**config.mk**
```make
export PLATFORM = sky130hd
export DESIGN_NAME = riscv_irq_arbiter
export DESIGN_NICKNAME = d
export VERILOG_FILES = /design/src/rtl/riscv_irq_arbiter_pkg.sv /design/src/rtl/riscv_irq_prio_enc.sv /design/src/rtl/riscv_irq_arbiter.sv
export SDC_FILE = /design/constraint.sdc
export NUM_CORES = 1
export LEC_CHECK = 0
export CAP_MARGIN = 20
export CORE_ASPECT_RATIO = 0.8
export CORE_MARGIN = 2
export CORE_UTILIZATION = 39
export CTS_CLUSTER_SIZE = 24
export DETAILED_ROUTE_END_ITERATION = 8
export PLACE_DENSITY = 0.81
export SLEW_MARGIN = 15
export SYNTH_ARGS = -nofsm -noshare
export SYNTH_HDL_FRONTEND = slang
export SYNTH_HIERARCHICAL = 1
export SYNTH_SLANG_ARGS = --single-unit
export TNS_END_PERCENT = 50
```
**constraint.sdc**
```tcl
create_clock -name clk -period 3.1 [get_ports clk]
set_input_delay 0.62 -clock clk [delete_from_list [all_inputs] [get_ports clk]]
set_output_delay 0.62 -clock clk [all_outputs]
set_load 0.01 [all_outputs]
```
**src/rtl/riscv_irq_arbiter_pkg.sv**
```systemverilog
// Shared constants for the interrupt arbiter slice.
//  - Fixed interrupt ids of the standard software/timer/external/fast lines.
//  - Arbiter FSM state encoding (plain constants for legacy tool compatibility).
package riscv_irq_arbiter_pkg;

    localparam int unsigned IRQ_ID_SW        = 3;
    localparam int unsigned IRQ_ID_TIMER     = 7;
    localparam int unsigned IRQ_ID_EXT       = 11;
    localparam int unsigned IRQ_ID_FAST_BASE = 16;
    localparam int unsigned IRQ_NUM_FAST     = 15;

    typedef logic [1:0] arb_state_t;

    localparam arb_state_t ARB_IDLE = 2'd0;
    localparam arb_state_t ARB_REQ  = 2'd1;
    localparam arb_state_t ARB_GAP  = 2'd2;

endpackage

```
**src/rtl/riscv_irq_prio_enc.sv**
```systemverilog
// MSB-first find-first-one over a request vector (combinational).
// Ports:
//  req    in   WIDTH  request bits
//  valid  out  1      any request set
//  id     out  5      index of the highest set request bit (0 when none)
module riscv_irq_prio_enc #(
    parameter int unsigned WIDTH = 32
) (
    input  logic [WIDTH-1:0] req,
    output logic             valid,
    output logic [4:0]       id
);

    // Ascending scan: the last hit is the highest index.
    always_comb begin
        valid = 1'b0;
        id    = 5'd0;
        for (int i = 0; i < WIDTH; i++) begin
            if (req[i]) begin
                valid = 1'b1;
                id    = 5'(i);
            end
        end
    end

endmodule

```
**src/rtl/riscv_irq_arbiter.sv**
```systemverilog
// Interrupt-source side of the core IRQ interface. Event pulses set sticky pending bits,
// a mask selects active ones, and the highest active id is presented to the core as a
// level request held until acked or withdrawn.
// Ports:
//  clk, rst                   clock, async active-high reset
//  event_i, pend_set_i        set terms for the pending bits
//  pend_clr_i                 software clear of pending bits
//  mask_we_i, mask_wdata_i    mask register write
//  pending_o, mask_o          register readback
//  irq_o, irq_id_o, irq_sec_o request to the core
//  irq_ack_i, irq_ack_id_i    ack from the core, clears pending[irq_ack_id_i]
//  irq_software_o/timer/external/fast  masked pending bits on the standard lines
module riscv_irq_arbiter
    import riscv_irq_arbiter_pkg::*;
#(
    parameter int unsigned NUM_IRQ     = 32,
    parameter int unsigned PULP_SECURE = 0,
    parameter logic [31:0] SEC_MASK    = 32'h0,
    parameter logic [31:0] MASK_RST    = 32'h0
) (
    input  logic               clk,
    input  logic               rst,
    input  logic [NUM_IRQ-1:0] event_i,
    input  logic [NUM_IRQ-1:0] pend_set_i,
    input  logic [NUM_IRQ-1:0] pend_clr_i,
    input  logic               mask_we_i,
    input  logic [NUM_IRQ-1:0] mask_wdata_i,
    output logic [NUM_IRQ-1:0] pending_o,
    output logic [NUM_IRQ-1:0] mask_o,
    output logic               irq_o,
    output logic [4:0]         irq_id_o,
    output logic               irq_sec_o,
    input  logic               irq_ack_i,
    input  logic [4:0]         irq_ack_id_i,
    output logic               irq_software_o,
    output logic               irq_timer_o,
    output logic               irq_external_o,
    output logic [14:0]        irq_fast_o
);

    logic [NUM_IRQ-1:0] pending_q, pending_d;
    logic [NUM_IRQ-1:0] mask_q;
    logic [NUM_IRQ-1:0] ack_clr;
    logic [NUM_IRQ-1:0] act;
    logic [31:0]        act_ext;
    logic               win_valid;
    logic [4:0]         win_id;
    arb_state_t         state_q, state_d;
    logic [4:0]         id_q, id_d;
    logic               sec_q, sec_d;

    // Ack ids with no matching bit (>= NUM_IRQ) decode to nothing.
    always_comb begin
        ack_clr = '0;
        for (int i = 0; i < NUM_IRQ; i++) begin
            ack_clr[i] = irq_ack_i && (irq_ack_id_i == 5'(i));
        end
    end

    // Set is applied after clear so a simultaneous event is never lost.
    assign pending_d = (pending_q & ~(pend_clr_i | ack_clr)) | event_i | pend_set_i;

    assign act = pending_q & mask_q;

    // Zero-extended view so the fixed-id lines read 0 for ids that do not exist.
    always_comb begin
        act_ext              = 32'h0;
        act_ext[NUM_IRQ-1:0] = act;
    end

    riscv_irq_prio_enc #(
        .WIDTH (NUM_IRQ)
    ) u_prio_enc (
        .req   (act),
        .valid (win_valid),
        .id    (win_id)
    );

    always_comb begin
        state_d = state_q;
        id_d    = id_q;
        sec_d   = sec_q;
        case (state_q)
            ARB_IDLE: begin
                if (win_valid) begin
                    state_d = ARB_REQ;
                    id_d    = win_id;
                    sec_d   = (PULP_SECURE != 0) ? SEC_MASK[win_id] : 1'b0;
                end
            end
            ARB_REQ: begin
                // id/sec stay frozen while requesting; only ack or withdraw leave.
                if (irq_ack_i) begin
                    state_d = ARB_GAP;
                end else if (!act_ext[id_q]) begin
                    state_d = ARB_IDLE;
                end
            end
            ARB_GAP:  state_d = ARB_IDLE;
            default:  state_d = ARB_IDLE;
        endcase
    end

    always_ff @(posedge clk or posedge rst) begin
        if (rst) begin
            pending_q <= '0;
            mask_q    <= MASK_RST[NUM_IRQ-1:0];
            state_q   <= ARB_IDLE;
            id_q      <= 5'd0;
            sec_q     <= 1'b0;
        end else begin
            pending_q <= pending_d;
            if (mask_we_i) begin
                mask_q <= mask_wdata_i;
            end
            state_q <= state_d;
            id_q    <= id_d;
            sec_q   <= sec_d;
        end
    end

    assign pending_o      = pending_q;
    assign mask_o         = mask_q;
    assign irq_o          = (state_q == ARB_REQ);
    assign irq_id_o       = id_q;
    assign irq_sec_o      = sec_q;
    assign irq_software_o = act_ext[IRQ_ID_SW];
    assign irq_timer_o    = act_ext[IRQ_ID_TIMER];
    assign irq_external_o = act_ext[IRQ_ID_EXT];
    assign irq_fast_o     = act_ext[IRQ_ID_FAST_BASE +: IRQ_NUM_FAST];

    // An ack outside REQ is a core protocol error (it still clears pending).
    ack_in_req_a: assert property (@(posedge clk) disable iff (rst)
        irq_ack_i |-> (state_q == ARB_REQ));

endmodule

```
==> results by group, run 1 <==
Outcome
  • Run status: complete, no violations

CTS
  • # clock sinks: 71
  • Count of instances resized after the clock tree is built: 0
  • H-tree levels: 3
  • Master cell of the clock root buffer: sky130_fd_sc_hd__clkbuf_16
  • Later-pin clock latency in the skew report: 0.33 ns
  • Clock slew at reported path FFs: 0.06 ns
  • CTS tree: done
  • CTS Hold Bufs: 0
  • Number of buffers between clock root and the deepest sink: 2
  • Number of buffers created by CTS: 9
  • Post-CTS setup buffers: 0

Die
  • Top Ports: 226
  • Placeable core region: 9770 sq um
  • Row count: 32
  • Horizontal die dimension: 117 um
  • Die Y-Extent: 94.1 um
  • Starting density of the core: 0.405
  • Floorplan die area: 11000 sq um

GRT
  • Number of antenna violations at the first check in global routing: 0
  • Largest net degree at the start of global routing: 38
  • Global routing usage summed across all routing layers: 0.252
  • Congestion Overflow GR: 0
  • Global-route wire length before repair: 20.9 mm
  • Number of global-route vias before repair: 4118

Yosys
  • Synthesis-stage register bit count: 71
  • Fraction of the yosys area taken by sequential cells: 0.449
  • Post-Synthesis Net Count: 534
  • Post-synthesis cell count: 397
  • Count of flip-flops with a built-in enable after synthesis: 0
  • Synth unique cells: 50
  • Synth warnings: 6
  • Async set-reset flop share out of synthesis: 1.00
  • Post-synthesis cell area: 3960 sq um
  • Most used flip-flop cell after synthesis: sky130_fd_sc_hd__dfrtp_1
  • Average cell area after synthesis: 9.98 sq um

Critical path
  • Worst setup EP type: flop
  • Crit path largest cell delay: 0.49 ns
  • Register-to-register path setup slack: 0.28 ns
  • Worst-path cell chain: and2_1, nor4_2, and3_1, nand3_2, or4_1, nand2b_1, nor2_2, o41ai_1, o22ai_1, a31o_1
  • Startpoint type of the worst setup path: flop
  • Worst path buffer plus inverter count: 0
  • Arrival @ worst endpoint: 3.04 ns
  • Slowest cell on the critical path: sky130_fd_sc_hd__or4_1
  • Maximum net fanout on the critical path: 8
  • Category of the critical setup timing path: flop to flop
  • Critical path data required time: 3.32 ns
  • Gate family responsible for the most delay along the worst path: simple AND/OR/NAND/NOR gates

Power
  • Combinational fraction of design power: 0.323
  • Maximum VDD drop: 0.000313 V
  • Overall power after layout: 0.00320 W
  • Total power divided by cell area: 488 nW/um^2
  • Internal power component: 0.00226 W
  • Psw: 0.000943 W
  • Clock share of power: 0.317
  • Net switching fraction of the power: 0.295
  • Static Leak: 2.58 nW
  • Share of total power in sequential cells: 0.360

Placed design
  • Sum of net half-perimeters after detailed placement: 11.2 mm
  • Count of input and output buffers: 224
  • Placer Congestion: 0.855
  • Pre-CTS setup slack: 0.304 ns
  • Placed Cells incl. Taps: 739

Timing
  • Final WS setup: 0.277 ns
  • Final worst path period need: 2.82 ns
  • Headroom to the max-slew limit: 0.423
  • Count of endpoints failing hold in the final timing report: 0
  • Maximum clock skew at final layout: 0.00550 ns
  • Max-slew violation total from the final report: 0
  • Maximum clock frequency: 354 MHz
  • Setup TNS: 0 ns
  • RSZ-0062 raised after global routing: false
  • Final Setup Violations: 0
  • Worst Hold Slack: 0.507 ns
  • Period Utilization, post-route: 0.911
  • Actual transition at the worst max-transition pin: 0.866 ns

Drt
  • Drt wl/cell: 18.3 um
  • Vias post-DR: 3944
  • First-pass detailed-route iteration total: 5
  • Post-DRT Antenna Nets: 0
  • Detailed-route DRC error count: 0
  • Drt first-iter violations: 204
  • Routed Wire Length: 13.8 mm
  • Via-per-instance ratio: 5.22

Finish
  • Synthesis-to-layout area growth: 65.6%
  • Layout Nets: 751
  • Diodes inserted: 0
  • Share of layout cells above drive strength 1: 0.123
  • Post-route insts no fill: 755

Flow run
  • Max cap viols: 0

Min path
  • Worst hold path type: input port to asynchronous set/reset pin
[layer usage]
metal	up-vias	GRT usage	routed length, um
met5	-	0	0
met4	0	0.0578	180
met3	19	0.0774	1350
met2	189	0.417	6500
met1	1906	0.324	5780
li1	1830	-	-
[final cells by class]
type,instances,area (sq um)
clock buffer,13,250
clock inverter,3,42.5
fill,805,3210
inverter,43,161
multi-input combinational,256,1850
sequential,71,1780
tap,136,170
timing repair buffer,233,2300
[cell usage after synthesis, drive strengths merged, types with 3 or more instances]
library cell	n	area, sq um
dfrtp	71	1780
nand2	45	169
inv	43	161
mux2	37	417
a311o	32	320
and2	31	211
nor2	25	96.4
buf	23	155
nor3	9	60.1
a21oi	8	40.0
nand3	8	45.0
nor2b	6	37.5
nor4	6	56.3
nand2b	5	31.3
o21ai	5	25.0
clkbuf	4	15.0
o311ai	4	35.0
a21boi	3	22.5
o2111ai	3	26.3
o211ai	3	27.5
or4	3	22.5
[through the flow]
| stage | instance area, sq um | utilization |
|---|---|---|
| floorplan | 3960 | - |
| global placement | 6270 | 0.641 |
| detailed placement | 6270 | 0.641 |
| CTS | 6560 | 0.671 |
| global route | 6560 | 0.671 |
| finish | 6560 | 0.671 |
[cells in the final DEF, fill, tap and decap left out, types with 3 or more instances in the layout]
cell	Yosys	routed
sky130_fd_sc_hd__clkdlybuf4s50_1	0	223
sky130_fd_sc_hd__o21ai_0	3	3
sky130_fd_sc_hd__nor2b_1	6	6
sky130_fd_sc_hd__o311ai_0	3	3
sky130_fd_sc_hd__inv_1	43	42
sky130_fd_sc_hd__nor4_2	3	3
sky130_fd_sc_hd__mux2_1	3	3
sky130_fd_sc_hd__nor3_1	6	6
sky130_fd_sc_hd__and2_1	24	24
sky130_fd_sc_hd__o2111ai_1	3	3
sky130_fd_sc_hd__nor4_1	3	3
sky130_fd_sc_hd__nand2_1	45	45
sky130_fd_sc_hd__a311o_1	32	32
sky130_fd_sc_hd__nand2b_1	5	5
sky130_fd_sc_hd__nand3_1	7	7
sky130_fd_sc_hd__mux2_2	34	34
sky130_fd_sc_hd__buf_4	16	9
sky130_fd_sc_hd__nor2_1	24	24
sky130_fd_sc_hd__clkbuf_1	4	3
sky130_fd_sc_hd__dfrtp_1	71	71
sky130_fd_sc_hd__clkbuf_16	0	9
sky130_fd_sc_hd__a21oi_1	8	8
sky130_fd_sc_hd__or4_1	3	3
sky130_fd_sc_hd__and2_4	7	7
sky130_fd_sc_hd__nor3_2	3	3
[final timing paths]
| path | start | end | depth (start not counted) |
|---|---|---|---|
| min | rst | pending_o[30] | 2 |
| max in group asynchronous | rst | irq_id_o[0] | 3 |
| max | mask_o[24] | state_q[0] | 10 |
| min reg2reg | mask_o[10] | mask_o[10] | 1 |
| min in group clk | mask_o[10] | mask_o[10] | 1 |
| max reg2reg | mask_o[24] | state_q[0] | 10 |
[power by group through the flow]
stage               clock [W]  sequential [W]  combinational, W
CTS                   0.00104         0.00115           0.00103
floorplan                   0         0.00114          0.000522
global route          0.00108         0.00116           0.00110
global placement            0         0.00116           0.00102
detailed placement          0         0.00116           0.00103
finish                0.00102         0.00115           0.00103
[logic make-up (layout without fill, tap and decap cells)]
family | count (synthesis) | after routing | share of synthesized area
muxes | 40 | 40 | 0.119
other | 1 | 1 | 0.000947
buffers and inverters | 70 | 292 | 0.0837
DFF | 71 | 71 | 0.449
AOI/OAI and AO/OA | 70 | 70 | 0.150
and+or+nand+nor | 145 | 145 | 0.198
[sequential cells by signal, indices dropped and copies added, names as in the netlist]
signal,flops
mask_o,32
pending_o,32
irq_id_o,5
state_q,2
(Power assumes the default switching activity.)
==> inputs of run 2 (changes only) <==
--- a/config.mk
+++ b/config.mk
@@ -5,7 +5,7 @@
 export SDC_FILE = /design/constraint.sdc
 export NUM_CORES = 1
 export LEC_CHECK = 0
-export CAP_MARGIN = 20
+export CAP_MARGIN = 30
 export CORE_ASPECT_RATIO = 0.8
 export CORE_MARGIN = 2
 export CORE_UTILIZATION = 39
==> results of run 2 <==
Same layout as run 1: the final DEF is identical, and so are final timing and power.
